==> src/rtl/eth_tx_framer.sv <==
// RMII transmit framer: preamble/SFD, prefetched payload, zero pad, CRC-32 FCS
// and inter-frame gap, one dibit per clock.
//
// state | meaning
// IDLE  | waiting for start
// PRE   | preamble bytes 0x55
// SFD   | start-frame delimiter 0xD5; first payload byte requested here
// DATA  | payload bytes taken from the hold register
// PAD   | zero bytes up to MIN_PAYLOAD
// FCS   | inverted CRC, low byte first
// IFG   | txen low for the inter-frame gap; done on its last cycle
module eth_tx_framer #(
    parameter int PREAMBLE_BYTES = 7,
    parameter int MIN_PAYLOAD    = 46,
    parameter int IFG_BYTES      = 12,
    parameter int LEN_WIDTH      = 11
) (
    input  logic                 clk,
    input  logic                 rstn,
    input  logic                 start,
    input  logic [LEN_WIDTH-1:0] len,
    output logic                 readclk,
    input  logic                 inclk,
    input  logic [7:0]           in,
    output logic                 txen,
    output logic [1:0]           txd,
    output logic                 busy,
    output logic                 done,
    output logic                 err
);

    typedef enum logic [2:0] {IDLE, PRE, SFD, DATA, PAD, FCS, IFG} state_t;

    localparam logic [31:0]          CRC_POLY = 32'hEDB88320;
    localparam logic [LEN_WIDTH-1:0] PRE_LAST = LEN_WIDTH'(PREAMBLE_BYTES - 1);
    localparam logic [LEN_WIDTH-1:0] MIN_L    = LEN_WIDTH'(MIN_PAYLOAD);
    localparam logic [LEN_WIDTH-1:0] IFG_LAST = LEN_WIDTH'(IFG_BYTES * 4 - 1);
    // Underflow enters IFG one cycle early: the err cycle sits ahead of a full gap.
    localparam logic [LEN_WIDTH-1:0] IFG_ERR  = LEN_WIDTH'(IFG_BYTES * 4);

    state_t               state, state_n;
    logic [1:0]           cnt, cnt_n;
    logic [LEN_WIDTH-1:0] tmr, tmr_n;
    logic [LEN_WIDTH-1:0] len_q, len_q_n;
    logic [7:0]           cur, cur_n;
    logic [7:0]           hold, hold_n;
    logic                 hold_vld, hold_vld_n;
    logic                 req, req_n;
    logic [31:0]          crc, crc_n, crc_inv;
    logic                 txen_n, readclk_n, busy_n, done_n, err_n;
    logic [1:0]           txd_n;
    logic                 accept, avail, load_data, end_data;
    logic [7:0]           byte_in;
    logic [1:0]           fcs_idx;

    function automatic logic [31:0] crc_dibit(input logic [31:0] c, input logic [1:0] d);
        logic [31:0] r;
        r = c;
        for (int i = 0; i < 2; i++) begin
            r = (r[0] ^ d[i]) ? ((r >> 1) ^ CRC_POLY) : (r >> 1);
        end
        return r;
    endfunction

    always_comb begin
        accept     = inclk & req;
        avail      = hold_vld | accept;
        byte_in    = hold_vld ? hold : in;
        crc_inv    = ~crc;
        state_n    = state;
        cnt_n      = cnt + 2'd1;
        tmr_n      = tmr;
        len_q_n    = len_q;
        cur_n      = cur;
        hold_n     = accept ? in : hold;
        hold_vld_n = hold_vld | accept;
        req_n      = req & ~accept;
        crc_n      = crc;
        readclk_n  = 1'b0;
        err_n      = 1'b0;
        load_data  = 1'b0;
        end_data   = 1'b0;
        fcs_idx    = 2'd0;

        case (state)
            IDLE: begin
                cnt_n = 2'd0;
                if (start) begin
                    state_n    = PRE;
                    tmr_n      = PRE_LAST;
                    len_q_n    = len;
                    cur_n      = 8'h55;
                    crc_n      = '1;
                    hold_vld_n = 1'b0;
                    req_n      = 1'b0;
                end
            end
            PRE: begin
                if (cnt == 2'd3) begin
                    if (tmr == '0) begin
                        state_n   = SFD;
                        cur_n     = 8'hD5;
                        readclk_n = (len_q != '0);
                    end else begin
                        tmr_n = tmr - 1'b1;
                    end
                end
            end
            SFD: begin
                if (cnt == 2'd3) begin
                    if (len_q != '0) begin
                        load_data = 1'b1;
                        tmr_n     = len_q - 1'b1;
                    end else begin
                        end_data = 1'b1;
                    end
                end
            end
            DATA: begin
                if (cnt == 2'd3) begin
                    if (tmr != '0) begin
                        load_data = 1'b1;
                        tmr_n     = tmr - 1'b1;
                    end else begin
                        end_data = 1'b1;
                    end
                end
            end
            PAD: begin
                if (cnt == 2'd3) begin
                    if (tmr == '0) begin
                        state_n = FCS;
                        tmr_n   = LEN_WIDTH'(3);
                    end else begin
                        tmr_n = tmr - 1'b1;
                    end
                end
            end
            FCS: begin
                if (cnt == 2'd3) begin
                    if (tmr == '0) begin
                        state_n = IFG;
                        tmr_n   = IFG_LAST;
                    end else begin
                        tmr_n = tmr - 1'b1;
                    end
                end
            end
            IFG: begin
                cnt_n = 2'd0;
                if (tmr == '0) begin
                    state_n = IDLE;
                end else begin
                    tmr_n = tmr - 1'b1;
                end
            end
            default: state_n = IDLE;
        endcase

        if (end_data) begin
            if (len_q < MIN_L) begin
                state_n = PAD;
                tmr_n   = MIN_L - len_q - 1'b1;
                cur_n   = 8'h00;
            end else begin
                state_n = FCS;
                tmr_n   = LEN_WIDTH'(3);
            end
        end

        // A byte arriving on the very edge it is needed is still usable.
        if (load_data) begin
            hold_vld_n = 1'b0;
            if (avail) begin
                state_n   = DATA;
                cur_n     = byte_in;
                readclk_n = (tmr_n != '0);
            end else begin
                state_n = IFG;
                tmr_n   = IFG_ERR;
                err_n   = 1'b1;
                req_n   = 1'b0;
            end
        end

        if (state_n == FCS) begin
            fcs_idx = 2'd3 - tmr_n[1:0];
            cur_n   = crc_inv[{fcs_idx, 3'b000} +: 8];
        end

        req_n  = req_n | readclk_n;
        txen_n = state_n inside {PRE, SFD, DATA, PAD, FCS};
        txd_n  = txen_n ? cur_n[{cnt_n, 1'b0} +: 2] : 2'b00;
        busy_n = (state_n != IDLE);
        done_n = (state_n == IFG) && (tmr_n == '0);
        if (state_n inside {DATA, PAD}) begin
            crc_n = crc_dibit(crc, txd_n);
        end
    end

    always_ff @(posedge clk or negedge rstn) begin
        if (!rstn) begin
            state    <= IDLE;
            cnt      <= '0;
            tmr      <= '0;
            len_q    <= '0;
            cur      <= '0;
            hold     <= '0;
            hold_vld <= 1'b0;
            req      <= 1'b0;
            crc      <= '1;
            txen     <= 1'b0;
            txd      <= 2'b00;
            readclk  <= 1'b0;
            busy     <= 1'b0;
            done     <= 1'b0;
            err      <= 1'b0;
        end else begin
            state    <= state_n;
            cnt      <= cnt_n;
            tmr      <= tmr_n;
            len_q    <= len_q_n;
            cur      <= cur_n;
            hold     <= hold_n;
            hold_vld <= hold_vld_n;
            req      <= req_n;
            crc      <= crc_n;
            txen     <= txen_n;
            txd      <= txd_n;
            readclk  <= readclk_n;
            busy     <= busy_n;
            done     <= done_n;
            err      <= err_n;
        end
    end

endmodule
==> config.mk <==
export PLATFORM = sky130hd
export DESIGN_NAME = eth_tx_framer
export DESIGN_NICKNAME = d
export VERILOG_FILES = /design/src/rtl/eth_tx_framer.sv
export SDC_FILE = /design/constraint.sdc
export NUM_CORES = 1
export LEC_CHECK = 0
export ABC_AREA = 0
export CORE_MARGIN = 2
export CORE_UTILIZATION = 50
export CTS_CLUSTER_SIZE = 10
export DETAILED_ROUTE_END_ITERATION = 7
export GPL_ROUTABILITY_DRIVEN = 0
export PLACE_DENSITY = 0.75
export SETUP_SLACK_MARGIN = 0.4
export SYNTH_ARGS = -nofsm -noshare
export SYNTH_HDL_FRONTEND = slang
export SYNTH_SLANG_ARGS = --single-unit
==> constraint.sdc <==
create_clock -name clk -period 6.8 [get_ports clk]
set_input_delay 1.02 -clock clk [delete_from_list [all_inputs] [get_ports clk]]
set_output_delay 1.02 -clock clk [all_outputs]
set_load 0.02 [all_outputs]
**Word-level counts from Yosys, hierarchy flattened**

Index checks and enable logic that the tools add are counted.

- Bits in registers: 84
- Input bits: 23
- Output and inout bits: 7
- Word-level logic and storage cells: 133

- $add $sub $neg: 6
- Magnitude comparators: 1
- Equality and inequality tests: 13
- Shift operators: 2
- Multiplexer cells: 70
- Bitwise logic cells: 10
- Reduce and logical (&&, ||, !) cells: 16

Operator list:

| operator | count |
|---|---|
| $mux W11 | 15 |
| $mux W32 | 5 |
| $pmux W11 S7 | 1 |
| $mux W8 | 9 |
| $mux W3 | 11 |
| $reduce_bool A11 Y1 | 3 |
| $sub A11 B1 Y11 const B | 3 |
| $not A32 Y32 | 1 |
| $shiftx A32 B6 Y8 | 1 |
| $not A13 Y14 | 2 |
| $mux W1 | 23 |
| $logic_not A11 Y1 | 2 |
| $eq A3 B3 Y1 const B | 6 |
| $pmux W3 S6 | 1 |
| $pmux W8 S2 | 1 |
| $eq A3 B2 Y1 const B | 4 |
| $lt A11 B6 Y1 const B | 1 |
| $sub A6 B11 Y11 const A | 1 |
| $shiftx A8 B4 Y2 | 1 |
| $eq A3 B1 Y1 const B | 2 |
| $reduce_bool A2 Y1 | 3 |
| $reduce_bool A5 Y1 | 1 |
| $mux W2 | 2 |
| $pmux W1 S2 | 2 |
| other kinds (12) | 17 |

**Logic depth before layout (Yosys ltp)**

Gate-level depths: netlist (run 1).

- Depth after elaboration: 17
- Mapped depth: 23
- Mapped depth without buffers: 19

**Worst setup path after synthesis (run 1)**

OpenSTA, ideal clock, no wires.

- Path type: reg-to-reg
- From: register tmr[1]
- To: register crc[26]
- Library setup time: 73 ps
- Arrival time: 4,639 ps
- Data required time: 6,727 ps
- Slack: 2,088 ps
- Stages on the path, launching flop included: 22
- Path buffers: 3
- Period minus slack after synthesis: 4,712 ps
- Cell sequence: dfrtp_1 inv_1 ha_1 or4b_1 clkbuf_1 nor4_4 buf_2 inv_1 ha_1 a21boi_0 a2bb2oi_1 o32a_4 nor2_4 inv_2 and4_2 o41ai_1 a211o_1 o21a_2 xnor2_4 buf_4 xnor3_1 a21oi_1

- Elaborated cells on any way between the ends: 62
- Those cells by class: 2 x add/sub; 5 x eq/ne; 2 x shift; 43 x mux; 3 x bitwise; 7 x reduce/logical

RTL lines:

| item | RTL line | text |
|---|---|---|
| start, declared | 43 | `logic [LEN_WIDTH-1:0] tmr, tmr_n;` |
| start signal, assigned | 221 | `tmr <= tmr_n;` |
| $sub A11 B1 Y11 (tied with other cells) | n/a |  |
| $mux W11 (tied with other cells) | 141 | `if (tmr == '0) begin` |
| $mux W11 (tied with other cells) | 140 | `if (cnt == 2'd3) begin` |
| $pmux W11 S7 / $pmux W1 S2 (equally long branches) | 85 | `case (state)` |
| $mux W11 | 160 | `if (end_data) begin` |
| $mux W11 | 174 | `if (avail) begin` |
| $mux W11 | 172 | `if (load_data) begin` |
| $sub A2 B2 Y2 | 187 | `fcs_idx = 2'd3 - tmr_n[1:0];` |
| $shiftx A32 B6 Y8 | 188 | `cur_n = crc_inv[{fcs_idx, 3'b000} +: 8];` |
| $mux W8 | 186 | `if (state_n == FCS) begin` |
| $shiftx A8 B4 Y2 | 193 | `txd_n = txen_n ? cur_n[{cnt_n, 1'b0} +: 2] : 2'b00;` |
| $mux W2 * | 193 |  |
| via txd_n[1] | 51 | `logic [1:0] txd_n;` |
| $xor A1 B1 Y1 * | 60 | `r = (r[0] ^ d[i]) ? ((r >> 1) ^ CRC_POLY) : (r >> 1);` |
| $mux W32 * | 60 |  |
| $mux W32 * | 196 | `if (state_n inside {DATA, PAD}) begin` |
| end signal, assigned | 227 | `crc <= crc_n;` |
| end, declared | 49 | `logic [31:0] crc, crc_n, crc_inv;` |

Mark *: on every way through the listed nets, which the timed path passes. The rest lies on a longest branch.
A chain may end at the register's enable or synchronous reset.

**Final worst setup path (run 1)**

Same ends and word-level chain as after synthesis.

==> reports/qor.txt, run 1 <==
Place WS - 1.40 ns
slowest stage cell, crit path - nor4_4
Post CTS Setup Buffer Count - 0
FMAX - 181 MHz
DRT antenna net count - 0
DIE AREA - 13100 um2
top cells by area, synth - dfrtp_1, dfstp_2, nand2_1
dpl cell area - 6400 um2
Worst Setup Path Type - reg2reg
Chip Width - 115 um
YS warnings - 0
setup violators final - 0
First-pass DRT Iterations - 5
clk_skew - 0.0125 ns
initial antenna violation count - 0
min setup slack post-route - 1.27 ns
CTS resizes - 0
first-pass GRT wire length - 26500 um
WL final - 16300 um
RSZ-0062 raised after global routing - no
cell count of the worst hold path - 2
CTS Sinks - 84
startpoint types - register
initial DRC count - 547
Syn Inst Count - 696
status - finished, final reports clean
Area growth syn-to-layout - 9.10%
HPWL Detailed - 11700 um
Static Leak - 2.72 nW
CP max stage delay - 0.69 ns
most frequent cell after synthesis - nand2_1
Worst Reg-to-Reg Cells - 18
Yosys top cell by area - dfrtp_1
layout cell share with drive strength beyond 1 - 0.147
top cells by count, synth - nand2_1, nor2_1, o21ai_0
min cycle time layout - 5.53 ns
Synth Area per Inst - 8.79 um2
DRC - 0
Final nets - 725
Pins Over Slew Limit - 0
Placeable Area - 12000 um2
Critical Path End Type - register
I/O Pins - 30
CTS tree - built
Final period util - 0.813
Worst Path Required - 7.07 ns
share of the synthesized area in the top cell type - 0.213
worst vdd ir - 0.444 mV
Distinct cells, synth - 95
total negative setup slack - 0 ns
Worst Tran Pin Value - 1.17 ns
H-Tree Depth - 3
grt ovf - 0
largest net degree at the start of global routing - 65
cell area after layout - 6670 um2
CP Max Fanout - 14
Overall Global Routing Usage - 0.258
IO Port Bufs - 29
ant diodes - 0
Hold Path Class - reg2reg
worst skew pair latency - 0.36 ns
maximum root-to-sink buffer count - 2
DR WL/cell - 19.3 um
Fin. Hold Viols - 0
post-synthesis register bit count - 84
clock buffer count from CTS - 9
crit path DAT - 5.80 ns
predominant post-synthesis flop cell - dfrtp_1
fill cell count - 1092
Die Y-Extent - 115 um
Seq/Total Area, Yosys - 0.350
FP Rows - 40
Layout Utilization - 0.558
vias per cell - 6.52
share of async-settable or async-resettable flops after synthesis - 1.00
max_slew headroom - 0.219
CP Cell Sequence - inv_1 > ha_1 > or4b_1 > nor4_4 > inv_1 > ha_1 > o31ai_1 > a2bb2oi_1 > o32a_4 > nor2_4 > inv_2 > and4_2 > o41ai_1 > a211o_1 > o21a_2 > xnor2_4 > xnor3_1 > a21oi_1
CTS root buf - clkbuf_16
hold_buf cts - 0
number of synthesized flops with an enable pin - 0
synthesized area - 6120 um2
vias - 5519
vias in the first global route - 5129
Cell Pwr Density - 666 nW/um2
Syn Nets - 727
# Max-Cap Violations - 0
Initial Utilization - 0.511
Worst-path clk slew - 0.06 ns
[worst max-delay path: cells and delay by family (launching register included)]
kind	cells	cell delay, ns
buf+inv	3	0.49
simple gates	4	1.62
fa+ha+maj	2	0.43
flops	1	0.43
compound gates	7	1.51
xor+xnor	2	0.94
[where the power goes]
| part | total, mW | switching, mW | internal [mW] | leakage, nW |
|---|---|---|---|---|
| Combinational | 2.84 | 1.50 | 1.34 | 1.60 |
| Clock | 0.461 | 0.213 | 0.248 | 0.134 |
| Sequential | 1.14 | 0.323 | 0.818 | 0.983 |
[state kept, by name (all words and copies together), names as in the netlist]
name and cells:
cnt 2, done 1, err 1, hold_vld 1
len_q 11, txen 1, hold 8, busy 1
state 3, cur 8, readclk 1, req 1
txd 2, tmr 11, crc 32
[kinds of logic (layout without fill, tap and decap cells)]
logic type / after synthesis / after routing / share of synthesized area
mux: 15 / 15 / 0.0270
fa+ha+maj: 8 / 8 / 0.0164
simple gates: 287 / 287 / 0.248
buf+inv: 64 / 67 / 0.0471
compound gates: 200 / 200 / 0.222
xor+xnor: 38 / 38 / 0.0892
flops: 84 / 84 / 0.350
[placed cells by master, fill, tap and decap left out, drive strengths merged, types with 12 or more instances in the layout]
cell	n
a21oi	55
dfstp	32
mux2	12
nand3	22
inv	20
o21ai	62
xor2	15
xnor3	14
nor3	40
dfrtp	52
nor2	60
clkdlybuf4s50	28
nand2	82
[final timing paths]
| check | start | endpoint | slack [ns] |
|---|---|---|---|
| max | tmr[1] | crc[26] | 1.27 |
| min | crc[4] | crc[2] | 0.49 |
| max reg2reg | tmr[1] | crc[26] | 1.27 |
| min reg2reg | crc[4] | crc[2] | 0.49 |
| max in group asynchronous | rstn | cnt[1] | 5.19 |
| min in group asynchronous | rstn | tmr[2] | 0.58 |
[metal layers]
| metal | share of wire | vias up | track usage |
|---|---|---|---|
| li1 | - | 2563 | - |
| met1 | 0.44 | 2603 | 0.366 |
| met2 | 0.43 | 290 | 0.367 |
| met3 | 0.089 | 63 | 0.0609 |
| met4 | 0.043 | 0 | 0.134 |
| met5 | 0 | - | 0 |
[through the flow]
step,hold slack (ns),total power [mW],cells
after floorplan,0.463,3.46,696
after global placement,0.483,3.86,830
after detailed placement,0.489,3.94,830
after CTS,0.498,4.41,846
after global routing,0.517,4.78,846
final,0.490,4.45,846
[area by class of cell]
cell class / count / area (um2) / area share
flip-flops and latches: 84 / 2140 / 0.321
multi-input cells: 548 / 3690 / 0.554
clock inverters: 6 / 40.0 / 0.00600
repair buffers: 31 / 303 / 0.0454
well taps: 147 / 184 / 0.0276
inverters: 20 / 80.1 / 0.0120
clock buffers: 10 / 229 / 0.0343
(Power assumes the default switching activity.)
==> inputs of run 2 (changes only) <==
==> constraint.sdc (replaced) <==
create_clock -name clk -period 5.1 [get_ports clk]
set_input_delay 0.765 -clock clk [delete_from_list [all_inputs] [get_ports clk]]
set_output_delay 0.765 -clock clk [all_outputs]
set_load 0.02 [all_outputs]
==> run 2 against run 1 <==
Die area did not move. Global-route usage rose by 0.73 points. Sequential cell count did not move. Wire length rose by 5.5%. Clock skew rose by 0.00054 ns. Clock-buffer cell count fell by 1. Worst hold slack got worse by 0.23 ns. Maximum frequency rose by 20%. Cell area rose by 4.0%. Via count rose by 4.9%. Critical path type unchanged. Largest cell class unchanged.
==> reports/qor.txt, run 2 (same netlist as run 1, synthesis figures left out) <==
status - finished, final reports clean
Chip Width - 115 um (unchanged)
vias in the first global route - 5422 (+5.7%)
ant diodes - 0 (unchanged)
first-pass GRT wire length - 27400 um (+3.3%)
CP Max Fanout - 11 (-3)
most common cell after layout, fill and taps aside - nand2_1
initial DRC count - 681 (+24%)
worst skew pair latency - 0.35 ns (about the same)
vias per cell - 6.67 (+2.2%)
CP Cell Sequence - inv_1 > ha_1 > or4b_4 > or4_4 > a21oi_4 > a211oi_1 > a221o_1 > a311oi_1 > o22ai_1 > o21ai_0 > o21a_2 > xnor2_4 > buf_12 > xnor3_1 > a21oi_1
Final period util - 0.901 (+0.0877)
RSZ-0062 raised after global routing - no
maximum root-to-sink buffer count - 2 (unchanged)
Critical Path End Type - register
clock buffer count from CTS - 9 (unchanged)
Worst Setup Path Type - reg2reg
IO Port Bufs - 29 (unchanged)
FMAX - 218 MHz (+20%)
Initial Utilization - 0.511 (unchanged)
DRT antenna net count - 0 (unchanged)
H-Tree Depth - 3 (unchanged)
slowest stage cell, crit path - or4b_4
Hold Path Class - in2async
DR WL/cell - 19.9 um (+2.8%)
hold_buf cts - 0 (unchanged)
# Max-Cap Violations - 0 (unchanged)
Worst-path clk slew - 0.07 ns (about the same)
startpoint types - register
DIE AREA - 13100 um2 (unchanged)
kind of cell adding the most delay to the critical path - compound AO/OA/AOI/OAI gates
Worst Reg-to-Reg Cells - 15 (-3)
CTS root buf - clkbuf_16
fill cell count - 1011 (-7.4%)
Reg2Reg Launch Point - len_q[1]
min cycle time layout - 4.60 ns (-0.936 ns)
layout cell share with drive strength beyond 1 - 0.191 (+0.0440)
FP Rows - 40 (unchanged)
Placeable Area - 12000 um2 (unchanged)
vias - 5787 (+4.9%)
I/O Pins - 30 (unchanged)
initial antenna violation count - 0 (unchanged)
CTS Sinks - 84 (unchanged)
Overall Global Routing Usage - 0.266 (+0.00732)
Area growth syn-to-layout - 13.4%
First-pass DRT Iterations - 7 (+2)
Fin. Hold Viols - 0 (unchanged)
WL final - 17200 um (+5.5%)
grt ovf - 0 (unchanged)
DRC - 0 (unchanged)
HPWL Detailed - 12200 um (+3.8%)
Pins Over Slew Limit - 0 (unchanged)
crit path DAT - 4.87 ns (-0.93 ns)
max reg flops - 32 (unchanged)
CP Buf/Inv Count - 2 (-1)
Worst R2R End - crc[29]
clk_skew - 0.0130 ns (+0.000538 ns)
largest reg by FF count - crc
Die Y-Extent - 115 um (unchanged)
Final nets - 747 (+3.0%)
Worst Path Required - 5.38 ns (-1.69 ns)
total negative setup slack - 0 ns (unchanged)
max_slew headroom - 0.416 (+0.198)
Worst Tran Pin Value - 0.875 ns (-0.292 ns)
biggest regs - crc: 32 flops, len_q: 11 flops, tmr: 11 flops
most frequent cells in the layout - nand2_1, nor2_1, o21ai_0, a21oi_1, dfrtp_1
reg-to-reg setup timing slack - 0.50 ns (-0.76 ns)
CP max stage delay - 0.55 ns (-0.14 ns)
largest net degree at the start of global routing - 70 (+7.7%)
setup violators final - 0 (unchanged)
CTS tree - built
==> run 2: cell type report <==
type	count	area, um2	area share
multi-input cells	548	3750	0.540
clock inverters	7	73.8	0.0106
well taps	147	184	0.0265
clock buffers	9	225	0.0325
flip-flops and latches	84	2140	0.309
inverters	20	85.1	0.0123
repair buffers	53	480	0.0693
==> run 2: metal layers <==
metal	vias up	global-route usage	wire, um
li1	2606	-	-
met1	2718	0.354	7040
met2	377	0.411	7810
met3	86	0.0513	1550
met4	0	0.139	838
met5	-	0	0
==> run 2: how the worst max path moves through the flow <==
| stage | to | start | depth (start not counted) |
|---|---|---|---|
| floorplan | crc[26] | tmr[1] | 21 |
| global placement | crc[19] | tmr[1] | 18 |
| detailed placement | crc[29] | tmr[1] | 17 |
| CTS | crc[23] | len_q[1] | 16 |
| global route | crc[29] | tmr[1] | 19 |
| finish | crc[29] | len_q[1] | 15 |
==> run 2: what timing repair did <==
item | CTS | global route
setup endpoints to repair | 18 | 18
buffers inserted | 4 | 6
pin swaps | 1 | 3
resized for setup | 3 | 12
==> run 2: per-stage QoR <==
stage	instances	util	hold WS (ns)	cell area [um2]	setup WS, ns
2_1_floorplan	696	-	0.463	6120	0.420
3_3_place_gp	842	0.543	0.480	6490	0.350
3_5_place_dp	842	0.543	0.483	6490	0.182
4_1_cts	862	0.572	0.269	6840	0.408
5_1_grt	868	0.580	0.280	6940	0.388
6_report	868	0.580	0.259	6940	0.504
Power of run 2 is not shown: default switching activity piles up to over one toggle a cycle in this logic, so the estimate is an artifact.
==> inputs of run 3 (changes only) <==
--- a/config.mk
+++ b/config.mk
@@ -13,6 +13,7 @@
 export GPL_ROUTABILITY_DRIVEN = 0
 export PLACE_DENSITY = 0.75
 export SETUP_SLACK_MARGIN = 0.4
+export SLEW_MARGIN = 20
 export SYNTH_ARGS = -nofsm -noshare
 export SYNTH_HDL_FRONTEND = slang
 export SYNTH_SLANG_ARGS = --single-unit
==> results of run 3 <==
Same layout as run 2: the final DEF is identical, and so are final timing and power.
Power of run 3 is left out for the same reason.
